==> src/rtl/uart_pkg.sv <==
// Shared constants for the oversampling UART receiver: FSM encodings,
// parity mode codes and a constant-foldable ceil(log2) helper.
package uart_pkg;

  localparam logic [2:0] ST_IDLE   = 3'd0;
  localparam logic [2:0] ST_START  = 3'd1;
  localparam logic [2:0] ST_DATA   = 3'd2;
  localparam logic [2:0] ST_PARITY = 3'd3;
  localparam logic [2:0] ST_STOP   = 3'd4;

  localparam int PARITY_NONE = 0;
  localparam int PARITY_EVEN = 1;
  localparam int PARITY_ODD  = 2;

  function automatic int clog2(input int v);
    int r;
    r = 0;
    for (int i = 0; i < 31; i++) begin
      if ((1 << i) < v) r = i + 1;
    end
    return r;
  endfunction

endpackage

==> src/rtl/uart_rx_os_if.sv <==
// Received-frame port: data plus per-frame status, valid/ready, overrun pulse.
// Master drives the frame, slave returns dout_rdy.
interface uart_rx_os_if #(parameter int DATA_W = 8);

  logic [DATA_W-1:0] dout;
  logic              dout_vld;
  logic              dout_rdy;
  logic              parity_err;
  logic              frame_err;
  logic              overrun;

  modport master (output dout, dout_vld, parity_err, frame_err, overrun, input dout_rdy);
  modport slave  (input dout, dout_vld, parity_err, frame_err, overrun, output dout_rdy);

endinterface

==> src/rtl/uart_rx_sampler.sv <==
// rxd synchroniser, oversample counter and mid-bit sample strobe; 2 clk sync latency.
// UART_RX_MAJORITY_EN: 2-of-3 vote around mid-bit, decision one tick later.
module uart_rx_sampler
  import uart_pkg::*;
#(
  parameter int OS_RATE = 16
) (
  input  logic clk,
  input  logic rstn,
  input  logic os_stb,
  input  logic rxd,
  input  logic cnt_clr,
  output logic rxd_s,
  output logic bit_stb,
  output logic bit_val
);

  localparam int             CW   = clog2(OS_RATE);
  localparam logic [CW-1:0]  MID  = CW'(OS_RATE / 2);
  localparam logic [CW-1:0]  LAST = CW'(OS_RATE - 1);

  logic [1:0]    r_sync;
  logic [CW-1:0] r_os_cnt;

  always_ff @(posedge clk or negedge rstn) begin
    if (!rstn) r_sync <= 2'b11;
    else       r_sync <= {r_sync[0], rxd};
  end

  assign rxd_s = r_sync[1];

  // Explicit wrap keeps non-power-of-two rates (e.g. 10, 12) correct.
  always_ff @(posedge clk or negedge rstn) begin
    if (!rstn) begin
      r_os_cnt <= '0;
    end else if (os_stb) begin
      if (cnt_clr || r_os_cnt == LAST) r_os_cnt <= '0;
      else                             r_os_cnt <= r_os_cnt + CW'(1);
    end
  end

`ifdef UART_RX_MAJORITY_EN
  localparam logic [CW-1:0] MID_M1 = CW'(OS_RATE / 2 - 1);
  localparam logic [CW-1:0] MID_P1 = CW'(OS_RATE / 2 + 1);

  logic [1:0] r_early;

  always_ff @(posedge clk or negedge rstn) begin
    if (!rstn) begin
      r_early <= 2'b11;
    end else if (os_stb) begin
      if (r_os_cnt == MID_M1) r_early[0] <= rxd_s;
      if (r_os_cnt == MID)    r_early[1] <= rxd_s;
    end
  end

  assign bit_stb = os_stb && (r_os_cnt == MID_P1);
  assign bit_val = (r_early[0] & r_early[1]) | (r_early[0] & rxd_s) | (r_early[1] & rxd_s);
`else
  assign bit_stb = os_stb && (r_os_cnt == MID);
  assign bit_val = rxd_s;
`endif

endmodule

==> src/rtl/uart_rx_os.sv <==
// Oversampling UART receiver; dout_vld one clk after the final stop decision tick.
// Holds a frame until accepted; a frame completing while one is pending is dropped with an overrun pulse.
module uart_rx_os
  import uart_pkg::*;
#(
  parameter int DATA_W    = 8,
  parameter int OS_RATE   = 16,
  parameter int PARITY    = 0,
  parameter int STOP_BITS = 1
) (
  input  logic         clk,
  input  logic         rstn,
  input  logic         os_stb,
  input  logic         rxd,
  output logic         busy,
  uart_rx_os_if.master rx_if
);

  localparam int BW = clog2(DATA_W + 1);

  logic [2:0]        r_state;
  logic [2:0]        w_state_nxt;
  logic              r_armed;
  logic [DATA_W-1:0] r_shift;
  logic [BW-1:0]     r_bit_cnt;
  logic              r_stop_cnt;
  logic              r_ferr_acc;
  logic              r_perr;
  logic [DATA_W-1:0] r_dout;
  logic              r_dout_vld;
  logic              r_parity_err;
  logic              r_frame_err;
  logic              r_overrun;
  logic              r_busy;

  logic w_rxd_s;
  logic w_bit_stb;
  logic w_bit_val;
  logic w_detect;
  logic w_last_stop;
  logic w_complete;
  logic w_ferr;
  logic w_perr;

  uart_rx_sampler #(.OS_RATE(OS_RATE)) u_sampler (
    .clk     (clk),
    .rstn    (rstn),
    .os_stb  (os_stb),
    .rxd     (rxd),
    .cnt_clr (w_detect),
    .rxd_s   (w_rxd_s),
    .bit_stb (w_bit_stb),
    .bit_val (w_bit_val)
  );

  assign w_detect    = os_stb && (r_state == ST_IDLE) && r_armed && !w_rxd_s;
  assign w_last_stop = (r_stop_cnt == 1'(STOP_BITS - 1));
  assign w_complete  = w_bit_stb && (r_state == ST_STOP) && w_last_stop;
  assign w_ferr      = r_ferr_acc | ~w_bit_val;
  assign w_perr      = (^r_shift) ^ w_bit_val ^ (PARITY == PARITY_ODD);

  always_comb begin
    w_state_nxt = r_state;
    case (r_state)
      ST_IDLE:   if (w_detect) w_state_nxt = ST_START;
      ST_START:  if (w_bit_stb) w_state_nxt = w_bit_val ? ST_IDLE : ST_DATA;
      ST_DATA:   if (w_bit_stb && r_bit_cnt == BW'(DATA_W - 1))
                   w_state_nxt = (PARITY != PARITY_NONE) ? ST_PARITY : ST_STOP;
      ST_PARITY: if (w_bit_stb) w_state_nxt = ST_STOP;
      ST_STOP:   if (w_complete) w_state_nxt = ST_IDLE;
      default:   w_state_nxt = ST_IDLE;
    endcase
  end

  always_ff @(posedge clk or negedge rstn) begin
    if (!rstn) begin
      r_state    <= ST_IDLE;
      r_busy     <= 1'b0;
      r_armed    <= 1'b1;
      r_shift    <= '0;
      r_bit_cnt  <= '0;
      r_stop_cnt <= 1'b0;
      r_ferr_acc <= 1'b0;
      r_perr     <= 1'b0;
    end else begin
      r_state <= w_state_nxt;
      r_busy  <= (w_state_nxt != ST_IDLE);
      if (os_stb && r_state == ST_IDLE && w_rxd_s) r_armed <= 1'b1;
      // A low stop bit disarms so a held break cannot start a new frame.
      if (w_complete && w_ferr) r_armed <= 1'b0;
      if (w_bit_stb) begin
        case (r_state)
          ST_START: begin
            r_bit_cnt  <= '0;
            r_stop_cnt <= 1'b0;
            r_ferr_acc <= 1'b0;
            r_perr     <= 1'b0;
          end
          ST_DATA: begin
            r_shift   <= {w_bit_val, r_shift[DATA_W-1:1]};
            r_bit_cnt <= r_bit_cnt + BW'(1);
          end
          ST_PARITY: r_perr <= w_perr;
          ST_STOP: begin
            r_stop_cnt <= 1'b1;
            r_ferr_acc <= w_ferr;
          end
          default: ;
        endcase
      end
    end
  end

  always_ff @(posedge clk or negedge rstn) begin
    if (!rstn) begin
      r_dout       <= '0;
      r_dout_vld   <= 1'b0;
      r_parity_err <= 1'b0;
      r_frame_err  <= 1'b0;
      r_overrun    <= 1'b0;
    end else begin
      r_overrun <= 1'b0;
      if (w_complete) begin
        if (!r_dout_vld || rx_if.dout_rdy) begin
          r_dout       <= r_shift;
          r_parity_err <= r_perr;
          r_frame_err  <= w_ferr;
          r_dout_vld   <= 1'b1;
        end else begin
          r_overrun <= 1'b1;
        end
      end else if (r_dout_vld && rx_if.dout_rdy) begin
        r_dout_vld <= 1'b0;
      end
    end
  end

  assign busy             = r_busy;
  assign rx_if.dout       = r_dout;
  assign rx_if.dout_vld   = r_dout_vld;
  assign rx_if.parity_err = r_parity_err;
  assign rx_if.frame_err  = r_frame_err;
  assign rx_if.overrun    = r_overrun;

endmodule
==> src/flat_wrapper.sv <==
// flat-port wrapper written by rule: the top's interface ports become plain ports
module uart_rx_os_flat import uart_pkg::*;
#(
  parameter int DATA_W    = 8,
  parameter int OS_RATE   = 16,
  parameter int PARITY    = 0,
  parameter int STOP_BITS = 1
)
  (clk, rstn, os_stb, rxd, busy, rx_if_dout, rx_if_dout_vld, rx_if_parity_err, rx_if_frame_err, rx_if_overrun, rx_if_dout_rdy);
  uart_rx_os_if #(.DATA_W(DATA_W)) rx_if_i ();
  input  logic clk;
  input  logic rstn;
  input  logic os_stb;
  input  logic rxd;
  output logic busy;
  output wire logic [$bits(rx_if_i.dout)-1:0] rx_if_dout;
  output wire logic [$bits(rx_if_i.dout_vld)-1:0] rx_if_dout_vld;
  output wire logic [$bits(rx_if_i.parity_err)-1:0] rx_if_parity_err;
  output wire logic [$bits(rx_if_i.frame_err)-1:0] rx_if_frame_err;
  output wire logic [$bits(rx_if_i.overrun)-1:0] rx_if_overrun;
  input wire logic [$bits(rx_if_i.dout_rdy)-1:0] rx_if_dout_rdy;
  assign rx_if_dout = rx_if_i.dout;
  assign rx_if_dout_vld = rx_if_i.dout_vld;
  assign rx_if_parity_err = rx_if_i.parity_err;
  assign rx_if_frame_err = rx_if_i.frame_err;
  assign rx_if_overrun = rx_if_i.overrun;
  assign rx_if_i.dout_rdy = rx_if_dout_rdy;
  uart_rx_os #(.DATA_W(DATA_W), .OS_RATE(OS_RATE), .PARITY(PARITY), .STOP_BITS(STOP_BITS)) u_core (.clk(clk), .rstn(rstn), .os_stb(os_stb), .rxd(rxd), .busy(busy), .rx_if(rx_if_i));
endmodule
==> config.mk <==
export PLATFORM = sky130hd
export DESIGN_NAME = uart_rx_os_flat
export DESIGN_NICKNAME = d
export VERILOG_FILES = /design/src/rtl/uart_pkg.sv /design/src/rtl/uart_rx_os_if.sv /design/src/rtl/uart_rx_sampler.sv /design/src/rtl/uart_rx_os.sv /design/src/flat_wrapper.sv
export SDC_FILE = /design/constraint.sdc
export NUM_CORES = 1
export LEC_CHECK = 0
export CORE_MARGIN = 2
export CORE_UTILIZATION = 50
export CTS_CLUSTER_SIZE = 10
export DETAILED_ROUTE_END_ITERATION = 8
export PLACE_DENSITY = 0.74
export SLEW_MARGIN = 20
export SYNTH_ARGS = -nofsm -noshare
export SYNTH_HDL_FRONTEND = slang
export SYNTH_SLANG_ARGS = --single-unit
==> constraint.sdc <==
create_clock -name clk -period 1.9 [get_ports clk]
set_clock_uncertainty 0.2 [all_clocks]
set_input_delay 0.285 -clock clk [delete_from_list [all_inputs] [get_ports clk]]
set_output_delay 0.285 -clock clk [all_outputs]
set_load 0.02 [all_outputs]
==> Word level (Yosys, flattened, before mapping) <==
Index checks and enable logic that the tools add are counted.
{ "word_totals": {"wordCells": 76, "reg_bits": 38} }
{ "op_classes": {"n_eq_ne": 8, "add_sub_neg": 2, "muxes": 19, "n_reduce_logical": 28, "bitwise": 4} }
{ "ops": {"columns": ["cell", "n"], "rows": [
  ["$mux 3", 5],
  ["$pmux 3 s5", 1],
  ["$reduce_and 2->1", 6],
  ["$logic_and 1x1->1", 10],
  ["$reduce_bool 2->1", 5],
  ["$add 4x1->4 const B", 2],
  ["$eq 4x4->1 const B", 2],
  ["$pmux 4 s2", 1],
  ["$reduce_xor 8->1", 1],
  ["$mux 1", 7],
  ["$eq 3x2->1 const B", 2],
  ["$pmux 1 s2", 3],
  ["$eq 4x3->1 const B", 1],
  ["$mux 4", 1],
  ["$eq 3x1->1 const B", 1],
  ["$eq 3x3->1 const B", 1],
  ["$logic_not 3->1", 1],
  ["$reduce_bool 3->1", 1],
  ["$logic_not 1->1", 2],
  ["$logic_or 1x1->1", 2],
  ["$mux 2", 1],
  ["$ne 2x2->1 const B", 1],
  ["$not 1->1", 2],
  ["$or 1x1->1", 1],
  ["$xor 1x1->1", 1]
]} }

==> Logic depth before layout (Yosys ltp) <==
{ "depth": {"ltp_word": 7, "depth_mapped": 7, "ltp_nobuf": 6} }

==> By module <==
A second synthesis with hierarchy kept.
{ "hier_totals": {"hier_cells": 150, "area_unflattened_um2": 1784.2} }
{ "by_module_without_submodules": {"columns": ["mod", "instances", "seq_area_each_um2", "cells_per_inst", "area_each_um2"], "rows": [
  ["uart_rx_os", 1, 802.0, 122, 1493.9],
  ["uart_rx_sampler", 1, 152.6, 28, 290.3]
]} }

==> Least setup slack after synthesis <==
OpenSTA, ideal clock, no wires.
{ "synth_timing": {"path_kind": "flip-flop to flip-flop", "startpoint": "register u_core.u_sampler.r_os_cnt[0]", "endpoint": "register u_core.r_dout[0], in the netlist u_core.rx_if.dout[0]", "setup_ns": 0.125, "stages_incl_launch_ff": 8, "t_required_ns": 1.575, "setup_slack_ns": -0.155, "synth_period_minus_slack_ns": 2.055, "arrival_time_ns": 1.730, "path_cell_list": "dfrtp_1 inv_1 ha_1 nand4b_2 nor2_1 and3b_1 buf_4 mux2_2"} }
{ "synth_via": {"elab_chain_len": 5} }
{ "synth_lines": {"columns": ["item", "line_no", "source"], "rows": [
  ["start: declaration", "uart_rx_sampler.sv:23", "logic [CW-1:0] r_os_cnt;"],
  ["start signal: assignment", "uart_rx_sampler.sv:38", "else r_os_cnt <= r_os_cnt + CW'(1);"],
  ["$eq 4x4->1", "uart_rx_sampler.sv:60", "assign bit_stb = os_stb && (r_os_cnt == MID);"],
  ["$logic_and 1x1->1", "uart_rx_sampler.sv:60", null],
  ["$logic_and 1x1->1 (2 in a row)", "uart_rx_os.sv:58", "assign w_complete = w_bit_stb && (r_state == ST_STOP) && w_last_stop;"],
  ["$reduce_and 2->1 (no line)", null, null],
  ["end signal: assignment", "uart_rx_os.sv:125", "r_dout <= r_shift;"],
  ["end: declaration", "uart_rx_os.sv:29", "logic [DATA_W-1:0] r_dout;"]
]} }
No other way between the ends.
A chain may end at the register's enable or synchronous reset.

==> Final worst setup path <==
{ "layout_timing": {"startpoint": "register u_core.u_sampler.r_os_cnt[1]", "endpoint": "register u_core.r_dout[5], in the netlist u_core.rx_if.dout[5]"} }
The elaborated chain is that of the path after synthesis.

==> flow_metrics.env <==
export IMPL_outcome="finished, final reports clean"
export IMPL_maxCapViolations=0
export IMPL_dieArea_mm2=0.00421
export IMPL_use_met2_pct=34.7
export IMPL_nets=199
export IMPL_drcViolationCount=0
export IMPL_numCtsBuffers=5
export IMPL_dieHeight_um=64.9
export IMPL_synth_top_cell_area_share_pct=47.2
export IMPL_rsz0062_at_grt="true"
export IMPL_slew_violations=0
export IMPL_core_area_mm2=0.00361
export IMPL_start_util_pct=51.5
export IMPL_pin_count=18
export IMPL_final_cell_mix="dfrtp_1, buf_4, clkdlybuf4s50_1"
export IMPL_max_clock_path_buffers=2
export IMPL_hold_viol_final=0
export IMPL_cp_arrival_ns=1.86
export IMPL_multiInputGateArea_um2=882
export IMPL_drive_gt1_share_pct=31.3
export IMPL_grt_busiest_layer="met2"
export IMPL_syn_avg_cell_area_um2=12.0
export IMPL_cts_sinks=38
export IMPL_hpwl_um=2750
export IMPL_port_buffer_count=17
export IMPL_startpoint_type="flop"
export IMPL_totalPowerFinal_mw=2.79
export IMPL_clk_latency_ns=0.28
export IMPL_timing_final_crit_period_ns=1.88
export IMPL_layout_commonest_cell="dfrtp_1"
export IMPL_ctsHtreeMaxLevel=2
export IMPL_slowest_stage="dfrtp_1"
export IMPL_drt_iter0_markers=83
export IMPL_slew_headroom_pct=68.4
export IMPL_first_pass_iters=4
export IMPL_tightest_slew_ns=0.475
export IMPL_power_density_mw_per_mm2=1170
export IMPL_syn_instance_count=154
export IMPL_crit_required_ns=1.87
export IMPL_die_width_um=64.9
export IMPL_ant_nets=0
export IMPL_grt_pass1_wl_um=6290
export IMPL_crit_type="reg2reg"
export IMPL_rows=22
export IMPL_diodes=0
export IMPL_cp_buffers_inverters=2
export IMPL_synthTopCellsByArea="dfrtp_1, mux2_4, dfstp_2"
export IMPL_clockRootBuffer="clkbuf_8"
export IMPL_ys_seq_area_share_pct=51.4
export IMPL_grt_max_degree=39
export IMPL_finalWirelength_um=3800
export IMPL_synth_largest_area_cell="dfrtp_1"
export IMPL_yosysWarnings=0
export IMPL_register_area_um2=955
export IMPL_clock_fmax_mhz=531
export IMPL_grtUsageMet3_pct=4.69
export IMPL_fin_crit_sh_pct=99.2
export IMPL_area_growth_pct=28.8
export IMPL_fillCellCount=275
export IMPL_netlist_area_mm2=0.00186
export IMPL_ys_ff_latch=38
export IMPL_ys_types=44
export IMPL_grt_usage_pct=19.6
export IMPL_routed_via_density=5.63
export IMPL_met1_usage_pct=23.5
export IMPL_cp_max_fo=10
export IMPL_path_cells="inv_2 > ha_4 > nand4b_4 > nor2_2 > and3b_2 > buf_12 > mux2_2"
export IMPL_end_kind="flop"
export IMPL_tritoncts="yes"
export IMPL_fin_ws_ns=0.0158
export IMPL_finalSetupViolCount=0
export IMPL_clk_pin_slew_worst_paths_ns=0.08
export IMPL_cpLargestDelayFamily="simple AND/OR/NAND/NOR gates"
export IMPL_hp_class="reg2reg"
export IMPL_max_stage_delay_ns=0.39
export IMPL_vias=1351
export IMPL_cellLeakagePower_nw=1.09
export IMPL_gr_total_overflow=0
export IMPL_syn_num_nets=162
export IMPL_wl_per_cell_um=15.8
export IMPL_gp_congestion=0.843
export IMPL_pre_cts_slack_ns=-0.306
export IMPL_grt_pass1_vias=1339
export IMPL_antenna_found_initial=0
export IMPL_ir_drop_mv=0.700
## final timing paths
path	from	end	slack (ns)	depth (start not counted)
hold reg to reg	u_core.u_sampler.r_sync[0]	u_core.u_sampler.r_sync[1]	0.16	0
setup / recovery	u_core.u_sampler.r_os_cnt[1]	u_core.rx_if.dout[5]	0.02	7
min in group asynchronous	rstn	u_core.rx_if.overrun	0.37	3
max in group asynchronous	rstn	u_core.u_sampler.r_sync[0]	0.76	3
hold / removal	u_core.u_sampler.r_sync[0]	u_core.u_sampler.r_sync[1]	0.16	0
setup reg to reg	u_core.u_sampler.r_os_cnt[1]	u_core.rx_if.dout[5]	0.02	7
## cells in the mapped netlist (all sizes together)
library cell,n
dfrtp,35
mux2,18
o21ai,13
nand2,8
inv,7
nor2,7
xnor2,6
a31oi,5
nand4,5
a21oi,4
nand2b,4
buf,3
clkbuf,3
dfstp,3
ha,3
nor2b,3
a22o,2
and3,2
o31ai,2
or4,2
a221o,1
a2bb2oi,1
a32o,1
a41oi,1
and2,1
and2b,1
and3b,1
and4,1
mux2i,1
nand3,1
nand3b,1
nand4b,1
nor4b,1
o221a,1
o221ai,1
o311ai,1
or3,1
or3b,1
xnor3,1
## final cells by class
class	count	area share [%]
sequential	38	39.9
tap	48	2.51
timing repair buffer	36	13.8
clock buffer	5	2.88
clock inverter	3	2.88
multi-input combinational	103	36.9
inverter	7	1.10
## where the power goes
| part | switching, mW | total, mW | leakage [nW] | internal (mW) |
|---|---|---|---|---|
| Clock | 0.282 | 0.808 | 0.0683 | 0.526 |
| Combinational | 0.448 | 0.874 | 0.538 | 0.427 |
| Sequential | 0.162 | 1.10 | 0.481 | 0.940 |
| Total | 0.892 | 2.79 | 1.09 | 1.89 |
## flip-flops by register name (all words and copies together), names as in the netlist, 2 cells and up
signal                     flops
u_core.r_shift                 8
u_core.u_sampler.r_os_cnt      4
u_core.u_sampler.r_sync        2
u_core.r_bit_cnt               4
u_core.rx_if.dout              8
u_core.r_state                 3
## metrics by stage
step                cells  instance area (µm²)  util [%]  TNS [ns]  hold slack [ns]
finish                240                 2390      66.3         0            0.158
global placement      229                 2200      60.9     -5.10            0.147
detailed placement    229                 2200      60.9     -5.63            0.148
floorplan             154                 1880         -         0           -0.211
global route          240                 2390      66.3    -0.410            0.160
CTS                   239                 2360      65.3         0            0.159
## repair_timing
| action | in CTS | in global routing |
|---|---|---|
| gates cloned | 0 | 0 |
| endpoints found under the hold margin | 35 | 0 |
| pin swaps | 1 | 0 |
| gates resized for setup | 3 | 8 |
| setup endpoints to repair | 11 | 20 |
| hold buffers | 1 | 0 |
| setup buffers | 1 | 1 |
## per-layer routing
layer  wire length [µm]  vias up
met3                122        2
met1               1640      693
met2               2020       23
li1                   -      633
met5                  0        -
met4                 18        0
## logic make-up after synthesis
logic type	share of synthesized area, %
flops	51.5
xor+xnor	4.05
simple gates	14.1
fa+ha+maj	2.02
buf+inv	3.64
compound gates	11.7
mux	13.1
Note: power is estimated with default switching activity, not from simulation.
